<file path="config.mk">
export PLATFORM = sky130hd
export DESIGN_NAME = mem_access_stage
export DESIGN_NICKNAME = d
export VERILOG_FILES = /design/src/rtl/mem_access_stage.sv
export SDC_FILE = /design/constraint.sdc
export NUM_CORES = 1
export LEC_CHECK = 0
export CAP_MARGIN = 20
export CORE_MARGIN = 2
export CORE_UTILIZATION = 35
export DETAILED_ROUTE_END_ITERATION = 10
export GPL_TIMING_DRIVEN = 0
export PLACE_DENSITY = 0.67
export RECOVER_POWER = 100
export SETUP_SLACK_MARGIN = 0.4
export SYNTH_ARGS = -nofsm -noshare
export SYNTH_HDL_FRONTEND = slang
export SYNTH_SLANG_ARGS = --single-unit
</file>
<file path="constraint.sdc">
create_clock -name clk -period 22 [get_ports clk]
set_clock_uncertainty 0.2 [all_clocks]
set_input_delay 4.4 -clock clk [delete_from_list [all_inputs] [get_ports clk]]
set_output_delay 4.4 -clock clk [all_outputs]
set_load 0.02 [all_outputs]
</file>
<file path="src/rtl/mem_access_stage.sv">
// Memory stage of the RV32I pipeline: drives the req/ack data bus,
// stalls while an access is outstanding and registers MEM/WB.
module mem_access_stage #(
   parameter int unsigned TIMEOUT_CYCLES = 255
) (
   input  logic        clk,
   input  logic        rst,
   input  logic        valid_M,
   input  logic        RegWrite_M,
   input  logic [1:0]  ResultSrc_M,
   input  logic        MemWrite_M,
   input  logic [2:0]  funct3_M,
   input  logic [31:0] ALUResult_M,
   input  logic [31:0] WriteData_M,
   input  logic [4:0]  Rd_M,
   input  logic [31:0] PCPlus4_M,
   output logic        dmem_req,
   output logic        dmem_we,
   output logic [31:0] dmem_addr,
   output logic [31:0] dmem_wdata,
   output logic [3:0]  dmem_be,
   input  logic        dmem_ack,
   input  logic [31:0] dmem_rdata,
   output logic        stall_M,
   output logic        valid_W,
   output logic        RegWrite_W,
   output logic [1:0]  ResultSrc_W,
   output logic [31:0] ALUResult_W,
   output logic [31:0] ReadData_W,
   output logic [31:0] PCPlus4_W,
   output logic [4:0]  Rd_W,
   output logic [1:0]  exc_W
);
   localparam logic [7:0] TMO = 8'(TIMEOUT_CYCLES);

   typedef enum logic {IDLE, BUSY} state_t;
   state_t state;
   logic [7:0] cnt;

   logic        l_we, l_rw;
   logic [1:0]  l_rs;
   logic [2:0]  l_f3;
   logic [4:0]  l_rd;
   logic [3:0]  l_be;
   logic [31:0] l_alu, l_wdata, l_pc;

   logic        busy, mop, f3_ok, align_ok, illegal, legal, timeout, done;
   logic [3:0]  in_be;
   logic [31:0] in_wdata;

   always_comb begin
      mop = valid_M & (MemWrite_M | (ResultSrc_M == 2'b01));
      if (MemWrite_M)
         f3_ok = ~funct3_M[2] & (funct3_M[1:0] != 2'b11);
      else
         f3_ok = (funct3_M[1:0] != 2'b11) & ~(funct3_M[2] & funct3_M[1]);
      case (funct3_M[1:0])
         2'b10:   align_ok = (ALUResult_M[1:0] == 2'b00);
         2'b01:   align_ok = ~ALUResult_M[0];
         default: align_ok = 1'b1;
      endcase
      illegal = mop & ~(f3_ok & align_ok);
      legal   = mop & f3_ok & align_ok;
      case (funct3_M[1:0])
         2'b00: begin
            in_be    = 4'b0001 << ALUResult_M[1:0];
            in_wdata = {4{WriteData_M[7:0]}};
         end
         2'b01: begin
            in_be    = ALUResult_M[1] ? 4'b1100 : 4'b0011;
            in_wdata = {2{WriteData_M[15:0]}};
         end
         default: begin
            in_be    = 4'b1111;
            in_wdata = WriteData_M;
         end
      endcase
      if (!MemWrite_M) in_be = 4'b1111;
   end

   // BUSY drives the bus from the latched copy; ack beats timeout
   assign busy       = (state == BUSY);
   assign timeout    = busy & ~dmem_ack & (cnt == TMO);
   assign dmem_req   = ~rst & (busy ? ~timeout : legal);
   assign stall_M    = ~rst & ~dmem_ack & (busy ? ~timeout : legal);
   assign done       = dmem_req & dmem_ack;
   assign dmem_we    = busy ? l_we : MemWrite_M;
   assign dmem_addr  = busy ? {l_alu[31:2], 2'b00} : {ALUResult_M[31:2], 2'b00};
   assign dmem_wdata = busy ? l_wdata : in_wdata;
   assign dmem_be    = busy ? l_be : in_be;

   logic        x_we, x_rw;
   logic [1:0]  x_rs;
   logic [2:0]  x_f3;
   logic [4:0]  x_rd;
   logic [31:0] x_alu, x_pc, ext;
   logic [7:0]  b;
   logic [15:0] h;

   assign x_we  = busy ? l_we  : MemWrite_M;
   assign x_rw  = busy ? l_rw  : RegWrite_M;
   assign x_rs  = busy ? l_rs  : ResultSrc_M;
   assign x_f3  = busy ? l_f3  : funct3_M;
   assign x_rd  = busy ? l_rd  : Rd_M;
   assign x_alu = busy ? l_alu : ALUResult_M;
   assign x_pc  = busy ? l_pc  : PCPlus4_M;

   always_comb begin
      case (x_alu[1:0])
         2'b00:   b = dmem_rdata[7:0];
         2'b01:   b = dmem_rdata[15:8];
         2'b10:   b = dmem_rdata[23:16];
         default: b = dmem_rdata[31:24];
      endcase
      h = x_alu[1] ? dmem_rdata[31:16] : dmem_rdata[15:0];
      case (x_f3)
         3'b000:  ext = {{24{b[7]}}, b};
         3'b100:  ext = {24'b0, b};
         3'b001:  ext = {{16{h[15]}}, h};
         3'b101:  ext = {16'b0, h};
         default: ext = dmem_rdata;
      endcase
   end

   logic        n_valid, n_rw;
   logic [1:0]  n_rs, n_exc;
   logic [4:0]  n_rd;
   logic [31:0] n_alu, n_rdata, n_pc;

   always_comb begin
      n_valid = valid_M;
      n_rw    = RegWrite_M;
      n_rs    = ResultSrc_M;
      n_rd    = Rd_M;
      n_alu   = ALUResult_M;
      n_pc    = PCPlus4_M;
      n_rdata = 32'b0;
      n_exc   = 2'b00;
      if (done || timeout) begin
         n_valid = 1'b1;
         n_rw    = done & x_rw;
         n_rs    = x_rs;
         n_rd    = x_rd;
         n_alu   = x_alu;
         n_pc    = x_pc;
         n_rdata = (done & ~x_we) ? ext : 32'b0;
         n_exc   = done ? 2'b00 : 2'b10;
      end else if (stall_M) begin
         // bubble into WB while the access is outstanding
         n_valid = 1'b0;
         n_rw    = 1'b0;
      end else if (illegal) begin
         n_valid = 1'b1;
         n_rw    = 1'b0;
         n_exc   = 2'b01;
      end
   end

   always_ff @(posedge clk) begin
      if (rst) begin
         state       <= IDLE;
         cnt         <= 8'd0;
         valid_W     <= 1'b0;
         RegWrite_W  <= 1'b0;
         ResultSrc_W <= 2'b00;
         ALUResult_W <= 32'b0;
         ReadData_W  <= 32'b0;
         PCPlus4_W   <= 32'b0;
         Rd_W        <= 5'b0;
         exc_W       <= 2'b00;
      end else begin
         valid_W     <= n_valid;
         RegWrite_W  <= n_rw;
         ResultSrc_W <= n_rs;
         ALUResult_W <= n_alu;
         ReadData_W  <= n_rdata;
         PCPlus4_W   <= n_pc;
         Rd_W        <= n_rd;
         exc_W       <= n_exc;
         case (state)
            IDLE: if (legal) begin
               l_we    <= MemWrite_M;
               l_rw    <= RegWrite_M;
               l_rs    <= ResultSrc_M;
               l_f3    <= funct3_M;
               l_rd    <= Rd_M;
               l_be    <= in_be;
               l_alu   <= ALUResult_M;
               l_wdata <= in_wdata;
               l_pc    <= PCPlus4_M;
               cnt     <= 8'd1;
               if (!dmem_ack) state <= BUSY;
            end
            default: begin
               if (dmem_ack || timeout) state <= IDLE;
               else cnt <= cnt + 8'd1;
            end
         endcase
      end
   end
endmodule

</file>
# --- Word-level counts from Yosys, hierarchy flattened ---
# Cells that the tools add are included.
totals:
  out_inout_bits: 178
  latch_bits: 0
  input_bits: 144
  elab_cells: 111
  mem_count: 0
  mem_bits_rw: 0
  reg_bits: 228
  mem_bits_ro: 0
op_classes:
  n_eq_ne: 11
  shift: 1
  n_div: 0
  magnitude_cmp: 0
  bitwise_logic: 28
  n_addsub: 1
  n_mul: 0
  reduce_logical: 10
  muxes: 41
op_table:
  columns: ["cell", "count"]
  rows:
  - ["$mux W32", 6]
  - ["$pmux W32 S4", 1]
  - ["$pmux W32 S2", 1]
  - ["$mux W8", 3]
  - ["$pmux W8 S3", 1]
  - ["$and A1 B1 Y1", 16]
  - ["$mux W1", 16]
  - ["$mux W16", 1]
  - ["$mux W4", 3]
  - ["$not A1 Y1", 11]
  - ["$mux W5", 2]
  - ["$add A8 B1 Y8 const B", 1]
  - ["$eq A8 B8 Y1 const B", 1]
  - ["$mux W2", 4]
  - ["$pmux W4 S2", 1]
  - ["$eq A2 B1 Y1 const B", 3]
  - ["$eq A3 B3 Y1 const B", 2]
  - ["$logic_not A2 Y1", 3]
  - ["$eq A2 B2 Y1 const B", 2]
  - ["$ne A2 B2 Y1 const B", 2]
  - ["$shl A1 B2 Y4 const A", 1]
  - ["$eq A3 B1 Y1 const B", 1]
  - ["$logic_not A3 Y1", 1]
  - ["$mux W3", 1]
  - ["7 further kinds", 8]

# --- Longest topological paths before layout ---
# Gate-level depths: netlist (run 1).
logic_depth:
  ltp_word: 12
  mapped_depth: 8
  ltp_nobuf: 7

# --- Worst setup path after synthesis (run 1) ---
# No wires, ideal clock.
synth_timing:
  path_type: "in2reg"
  from: "input port funct3_M[0]"
  to: "register l_alu[0], enable pin"
  t_arrival_ns: 15.934
  path_stages: 5
  path_slack_ns: 5.008
  n_path_buf: 0
  path_cell_list: "inv_1 -> ha_1 -> or3b_1 -> a311o_1 -> nor4_1"
synth_via:
  elab_chain_cells: 6
synth_rtl:
  columns: ["item", "line_no", "rtl"]
  rows:
  - ["from (decl)", "12", "input logic [2:0] funct3_M,"]
  - ["$ne A2 B2 Y1", "54, 56", null]
  - ["$and A1 B1 Y1 (on tied branches)", "56, 54", null]
  - ["$mux W1", "53", "if (MemWrite_M)"]
  - ["$and A1 B1 Y1", "63", "legal = mop & f3_ok & align_ok;"]
  - ["$and A1 B1 Y1 (*)", "63", null]
  - ["$reduce_and A3 Y1 (no source line) (*)", null, null]
  - ["to (signal assigned)", "188", "l_alu <= ALUResult_M;"]
  - ["to (decl)", "45", "logic [31:0] l_alu, l_wdata, l_pc;"]
# Every way passes the cells marked *; elsewhere a longest branch is shown, timed or not.
# A chain may end at the register's enable or synchronous reset.

# --- Worst setup path in the final report (run 1) ---
layout_timing:
  from: "input port funct3_M[1]"
  to: "output port stall_M"
layout_via:
  elab_chain_cells: 8
layout_rtl:
  columns: ["item", "line_no", "rtl"]
  rows:
  - ["$and A1 B1 Y1", "56", "f3_ok = (funct3_M[1:0] != 2'b11) & ~(funct3_M[2] & funct3_M[1]);"]
  - ["$not A1 Y1", "56", null]
  - ["$and A1 B1 Y1", "56", null]
  - ["$mux W1", "53", null]
  - ["$and A1 B1 Y1", "63", null]
  - ["$and A1 B1 Y1 (*)", "63", null]
  - ["$mux W1 (*)", "85", "assign stall_M = ~rst & ~dmem_ack & (busy ? ~timeout : legal);"]
  - ["$and A1 B1 Y1 (*)", "85", null]
  - ["to (decl)", "24", "output logic stall_M,"]
# Marks and branches as above.

==> impl_metrics.tcl, run 1 <==
set metrics [dict create \
    report.final.hold_viol_count 0 \
    clk_pin_slew_worst_paths_ns 0.06 \
    core_um2 26060 \
    cts.sinks 228 \
    whs_ns 0.3042 \
    yosys.area_share.adder 0.006727 \
    io_pins 322 \
    grtUsageMet2 0.3147 \
    multi_input_area_um2 3318 \
    grt_pass1_vias 7769 \
    synth-xor-area-share 0.005650 \
    busiest_layer "met2" \
    post_cts_resized 0 \
    hold_path_class "reg -> reg" \
    ys_ff_latch 228 \
    cts_tree "done" \
    vias 7442 \
    synthFlopType "dfxtp_1" \
    synth_simple_gate_area_frac 0.1036 \
    drv_cap 0 \
    cp_max_fo 10 \
    use_met3 0.05727 \
    regArea_um2 5685 \
    clockBufferDepth 3 \
    synthToLayoutAreaGrowth_pct 48.63 \
    power_w 0.001060 \
    post-route-period-util 0.5956 \
    finish.net_count 1297 \
    finalSetupViolations 0 \
    cp.arrival_ns 8.50 \
    fin_util 0.5305 \
    ys_types 57 \
    setup_tns_ns 0 \
    synth_edf_count 112 \
    synth_top_cell_area_share 0.3616 \
    initial_core_util 0.3569 \
    drt_iter0_markers 474 \
    vias_per_cell 4.942 \
    synth_compound_area_frac 0.1032 \
    final_max_slew_viol_count 0 \
    cts-root-buf "clkbuf_16" \
    postSynthCellCount 787 \
    drive_above_1_share 0.1183 \
    drt_wl_total_mm 27.37 \
    yosysTopAreaCell "edfxtp_1" \
    end_kind "output pin" \
    rsz0062_at_grt "no" \
    max_slew.worst_pin.slew_ns 1.285 \
    grt_max_degree 15 \
    die_h_um 167.0 \
    synth_top_family_by_area "multiplexers" \
    io_buffers 318 \
    synth_area_um2 9300 \
    design_area_um2 13820 \
    numCtsBuffers 25 \
    cts_htree_levels 1 \
    place.gp.congestion 0.8107 \
    r2r_slack_ns 16.61 \
    gr-usage-all-layers 0.1924 \
    use_met1 0.2428 \
    avgSynthCellArea_um2 11.82 \
    drc 0 \
    ys_seq_area_frac 0.6113 \
    p_leak_nw 5.288 \
    timing.final.crit_period_ns 13.10 \
    ir_drop_v 0.00006703 \
    grt_first_pass_wirelength_mm 43.30 \
    clk_latency_ns 0.53 \
    yosys-mux-area-fraction 0.1413 \
    firstDrtPassIters 5 \
    grt-ovfl-total 0 \
    synth_warnings 0 \
    rows 59 \
    asyncSetResetFlopFracSynth 0 \
    placed_area_um2 13040 \
    cp-start-kind "input port" \
    num-fill-cells 2330 \
    drtAntennaViolNets 0 \
    critical_path_class "in -> out" \
    fmax_mhz 76.32 \
    chipWidth_um 167.0 \
    outcome "completed" \
    antenna_found_initial 3 \
    wl_per_cell_um 18.17 \
    required_ns 17.40 \
    post_cts.repair.setup_buffers 0 \
    max_slew_margin 0.1354 \
    ctsHoldBuffers 0 \
    power_density_nw_per_um2 76.68 \
    hpwl_mm 19.98 \
    synth_area_leaders "edfxtp_1 (36%), dfxtp_1 (25%), mux2_2 (8.4%), mux2i_1 (5.4%), nand2_1 (5.3%)" \
    die_area_um2 27890 \
]
## metal layers
| metal | wire length [um] | up-vias |
|---|---|---|
| met1 | 11480 | 3553 |
| li1 | - | 3561 |
| met4 | 743 | 0 |
| met3 | 2293 | 47 |
| met2 | 12850 | 281 |
| met5 | 0 | - |
## registers in the layout, indices dropped and copies added (netlist names)
| name | cells |
|---|---|
| l_we | 1 |
| l_wdata | 32 |
| cnt | 8 |
| RegWrite_W | 1 |
| ALUResult_W | 32 |
| l_alu | 32 |
| ReadData_W | 32 |
| l_rw | 1 |
| Rd_W | 5 |
| busy | 1 |
| PCPlus4_W | 32 |
| ResultSrc_W | 2 |
| valid_W | 1 |
| l_rs | 2 |
| l_pc | 32 |
| exc_W | 2 |
| l_be | 4 |
| l_f3 | 3 |
| l_rd | 5 |
## kinds of logic (layout without fill, tap and decap cells)
| group | Yosys count | in the layout |
|---|---|---|
| flops | 228 | 228 |
| mux | 121 | 121 |
| fa+ha+maj | 5 | 5 |
| other cells | 1 | 6 |
| xor+xnor | 6 | 6 |
| compound gates | 146 | 146 |
| buf+inv | 54 | 433 |
| simple gates | 226 | 226 |
## cell type report
class | instances | share of cell area
antenna | 4 | 0.0007241
buffer | 49 | 0.01557
clock buffer | 35 | 0.05549
clock inverter | 11 | 0.01086
inverter | 5 | 0.001358
multi-input combinational | 506 | 0.2400
sequential | 228 | 0.4113
tap | 335 | 0.03032
timing repair buffer | 333 | 0.2343
## power breakdown
part / internal, W / switching, W
registers: 0.000459 / 0.00000306
clock network: 0.000280 / 0.000179
logic: 0.0000649 / 0.0000747
total: 0.000803 / 0.000257
## metrics by stage
stage | std cells | setup slack [ns]
detailed placement | 1456 | 9.383
global route | 1505 | 8.694
finish | 1506 | 8.897
CTS | 1502 | 9.384
global placement | 1441 | -2.179
floorplan | 788 | 5.008
## cell usage after synthesis, types with 2 or more instances
cell type,number
mux2_2,69
buf_2,12
inv_1,3
a21oi_1,58
a21boi_0,2
buf_1,3
buf_6,4
nand4_1,4
edfxtp_1,112
nand2_1,132
nor3_1,10
xor2_1,6
mux2i_1,50
clkbuf_1,27
a22oi_1,15
nor2_1,52
dfxtp_1,116
nand3_1,6
o21ai_1,5
nand2b_1,5
a21oi_2,10
nand3b_1,2
a221oi_1,3
a211oi_1,2
o22ai_1,12
a22o_1,8
nor2b_1,5
o21ai_0,17
a211oi_2,2
clkinv_1,2
ha_1,5
buf_4,3
## final timing paths
path	startpoint	to	depth (start not counted)
worst max-delay path	funct3_M[1]	stall_M	8
worst min-delay path	l_rd[3]	Rd_W[3]	2
worst max register to register	busy	l_alu[10]	11
worst min register to register	l_rd[3]	Rd_W[3]	2
## critical path, cell delays in order
cell and delay [ns]:
dlygate4sd3_1 0.78, clkinv_1 0.45, ha_1 0.42, a311o_1 0.33, nor3_1 0.91, nand2b_1 0.25, a21oi_1 0.21, dlygate4sd3_1 0.75
## placed cells by master (no fill, tap or decap), types with 13 or more instances in the layout
cell type	instances
clkbuf_16	28
o21ai_0	18
mux2i_1	50
nand2_1	132
dlygate4sd3_1	261
mux2_2	69
dfxtp_1	116
o22ai_1	13
a21oi_1	61
a22oi_1	15
clkbuf_1	50
clkdlybuf4s50_1	57
nor2_1	52
edfxtp_1	112
Note: power is estimated with default switching activity, not from simulation.
==> run 2, diff against run 1 <==
==> constraint.sdc (replaced) <==
create_clock -name clk -period 12.46 [get_ports clk]
set_clock_uncertainty 0.2 [all_clocks]
set_input_delay 2.492 -clock clk [delete_from_list [all_inputs] [get_ports clk]]
set_output_delay 2.492 -clock clk [all_outputs]
set_load 0.02 [all_outputs]
==> impl_metrics.tcl, run 2 (synthesis gave the netlist of run 1 again) <==
set metrics [dict create \
    p_leak_nw 5.263 \
    die_area_um2 27890 \
    antenna_found_initial 1 \
    ir_drop_v 0.0001081 \
    cts-root-buf "clkbuf_16" \
    cts.sinks 228 \
    num-fill-cells 2331 \
    drt_iter0_markers 416 \
    clockBufferDepth 3 \
    synthToLayoutAreaGrowth_pct 47.84 \
    cp-start-kind "input port" \
    drc 0 \
    post_cts_resized 0 \
    die_h_um 167.0 \
    drtAntennaViolNets 0 \
    r2r_slack_ns 7.14 \
    violations "capacitance limit, slew limit" \
    layout_commonest_cell "dlygate4sd3_1" \
    wl_per_cell_um 18.19 \
    drive_above_1_share 0.1161 \
    fmax_mhz 107.5 \
    io_pins 322 \
    power_density_nw_per_um2 132.7 \
    grt_max_degree 15 \
    hold-path-cell-count 2 \
    critical_path_class "in -> out" \
    cpMaxStageDelayCell "nor3_1" \
    crit_buf_inv 3 \
    ctsHoldBuffers 0 \
    grt-ovfl-total 0 \
    chipWidth_um 167.0 \
    finalSetupViolations 0 \
    hpwl_mm 19.93 \
    whs_ns 0.2998 \
    io_buffers 318 \
    cp.arrival_ns 6.61 \
    cts_htree_levels 1 \
    final_max_slew_viol_count 13 \
    finish.net_count 1292 \
    place.gp.congestion 0.8234 \
    max_slew.worst_pin.slew_ns 2.485 \
    cp_slowest_stage_delay_ns 0.92 \
    firstDrtPassIters 5 \
    gr-usage-all-layers 0.1889 \
    rsz0062_at_grt "no" \
    crit_top_cell "dlygate4sd3_1" \
    report.final.hold_viol_count 0 \
    vias_per_cell 4.945 \
    numCtsBuffers 26 \
    cts_tree "done" \
    vias 7413 \
    rows 59 \
    clk_pin_slew_worst_paths_ns 0.06 \
    outcome "complete, but fails checks" \
    grt_first_pass_wirelength_mm 42.41 \
    timing.final.crit_period_ns 9.302 \
    grt_pass1_vias 7436 \
    post_cts.repair.setup_buffers 0 \
    cp.depth 8 \
    rr_worst_depth 8 \
    end_kind "output pin" \
    cp_top_family "buffers and inverters" \
    initial_core_util 0.3569 \
    hold_path_class "reg -> reg" \
    cp_max_fo 10 \
    core_um2 26060 \
    power_w 0.001824 \
    worstPathCellList "dlygate4sd3_1 -> clkinv_1 -> ha_1 -> a311o_1 -> nor3_1 -> nand2b_1 -> a21oi_1 -> dlygate4sd3_1" \
    drt_wl_total_mm 27.27 \
    required_ns 9.77 \
    max_slew_margin -0.6721 \
    clk_latency_ns 0.53 \
    post-route-period-util 0.7465 \
    final_cell_mix "dlygate4sd3_1 (261), nand2_1 (132), dfxtp_1 (116)" \
    drv_cap 1 \
]
run 2: report_power, final:
part / total, W / internal [W] / switching, W / leakage [nW]
Sequential: 0.000815 / 0.000810 / 0.00000511 / 1.98
Clock: 0.000762 / 0.000460 / 0.000302 / 0.430
Combinational: 0.000246 / 0.000114 / 0.000132 / 2.86
run 2: metal layers:
layer | track usage | share of wire | vias up
met5 | 0 | 0 | -
li1 | - | - | 3553
met3 | 0.05347 | 0.078 | 49
met4 | 0.06259 | 0.031 | 0
met2 | 0.3095 | 0.47 | 292
met1 | 0.2409 | 0.43 | 3519
run 2: path summary, 6_finish.rpt:
| kind | to | startpoint |
|---|---|---|
| worst max-delay path | stall_M | funct3_M[1] |
| worst min-delay path | ResultSrc_W[0] | l_rs[0] |
| worst max register to register | l_wdata[18] | busy |
| worst min register to register | ResultSrc_W[0] | l_rs[0] |
run 2: tightest hold or removal path: cells and delay by family, from the launching register on:
| kind | cells | cell delay, ns |
|---|---|---|
| flip-flops | 1 | 0.32 |
| AND/OR/NAND/NOR | 1 | 0.05 |
| AO/OA/AOI/OAI | 1 | 0.11 |
run 2: final cells by class:
| cell class | instances | area [um^2] | share of cell area |
|---|---|---|---|
| clock buffer | 41 | 798.3 | 0.05806 |
| tap | 335 | 419.2 | 0.03049 |
| sequential | 228 | 5685 | 0.4135 |
| inverter | 5 | 18.77 | 0.001365 |
| multi-input combinational | 506 | 3318 | 0.2413 |
| antenna | 1 | 2.502 | 0.0001820 |
| timing repair buffer | 327 | 3217 | 0.2340 |
| clock inverter | 7 | 75.07 | 0.005460 |
| buffer | 49 | 215.2 | 0.01565 |
run 2: stage by stage:
step / instances / setup WS, ns / util / TNS (ns) / area (um^2)
after global placement: 1441 / -2.286 / 0.4955 / -255.11 / 12910
after global routing: 1499 / 2.889 / 0.5276 / 0 / 13750
after detailed placement: 1450 / 3.638 / 0.5003 / 0 / 13040
final: 1499 / 3.158 / 0.5276 / 0 / 13750
after CTS: 1498 / 3.622 / 0.5338 / 0 / 13910
after floorplan: 788 / 2.125 / - / 0 / 9310
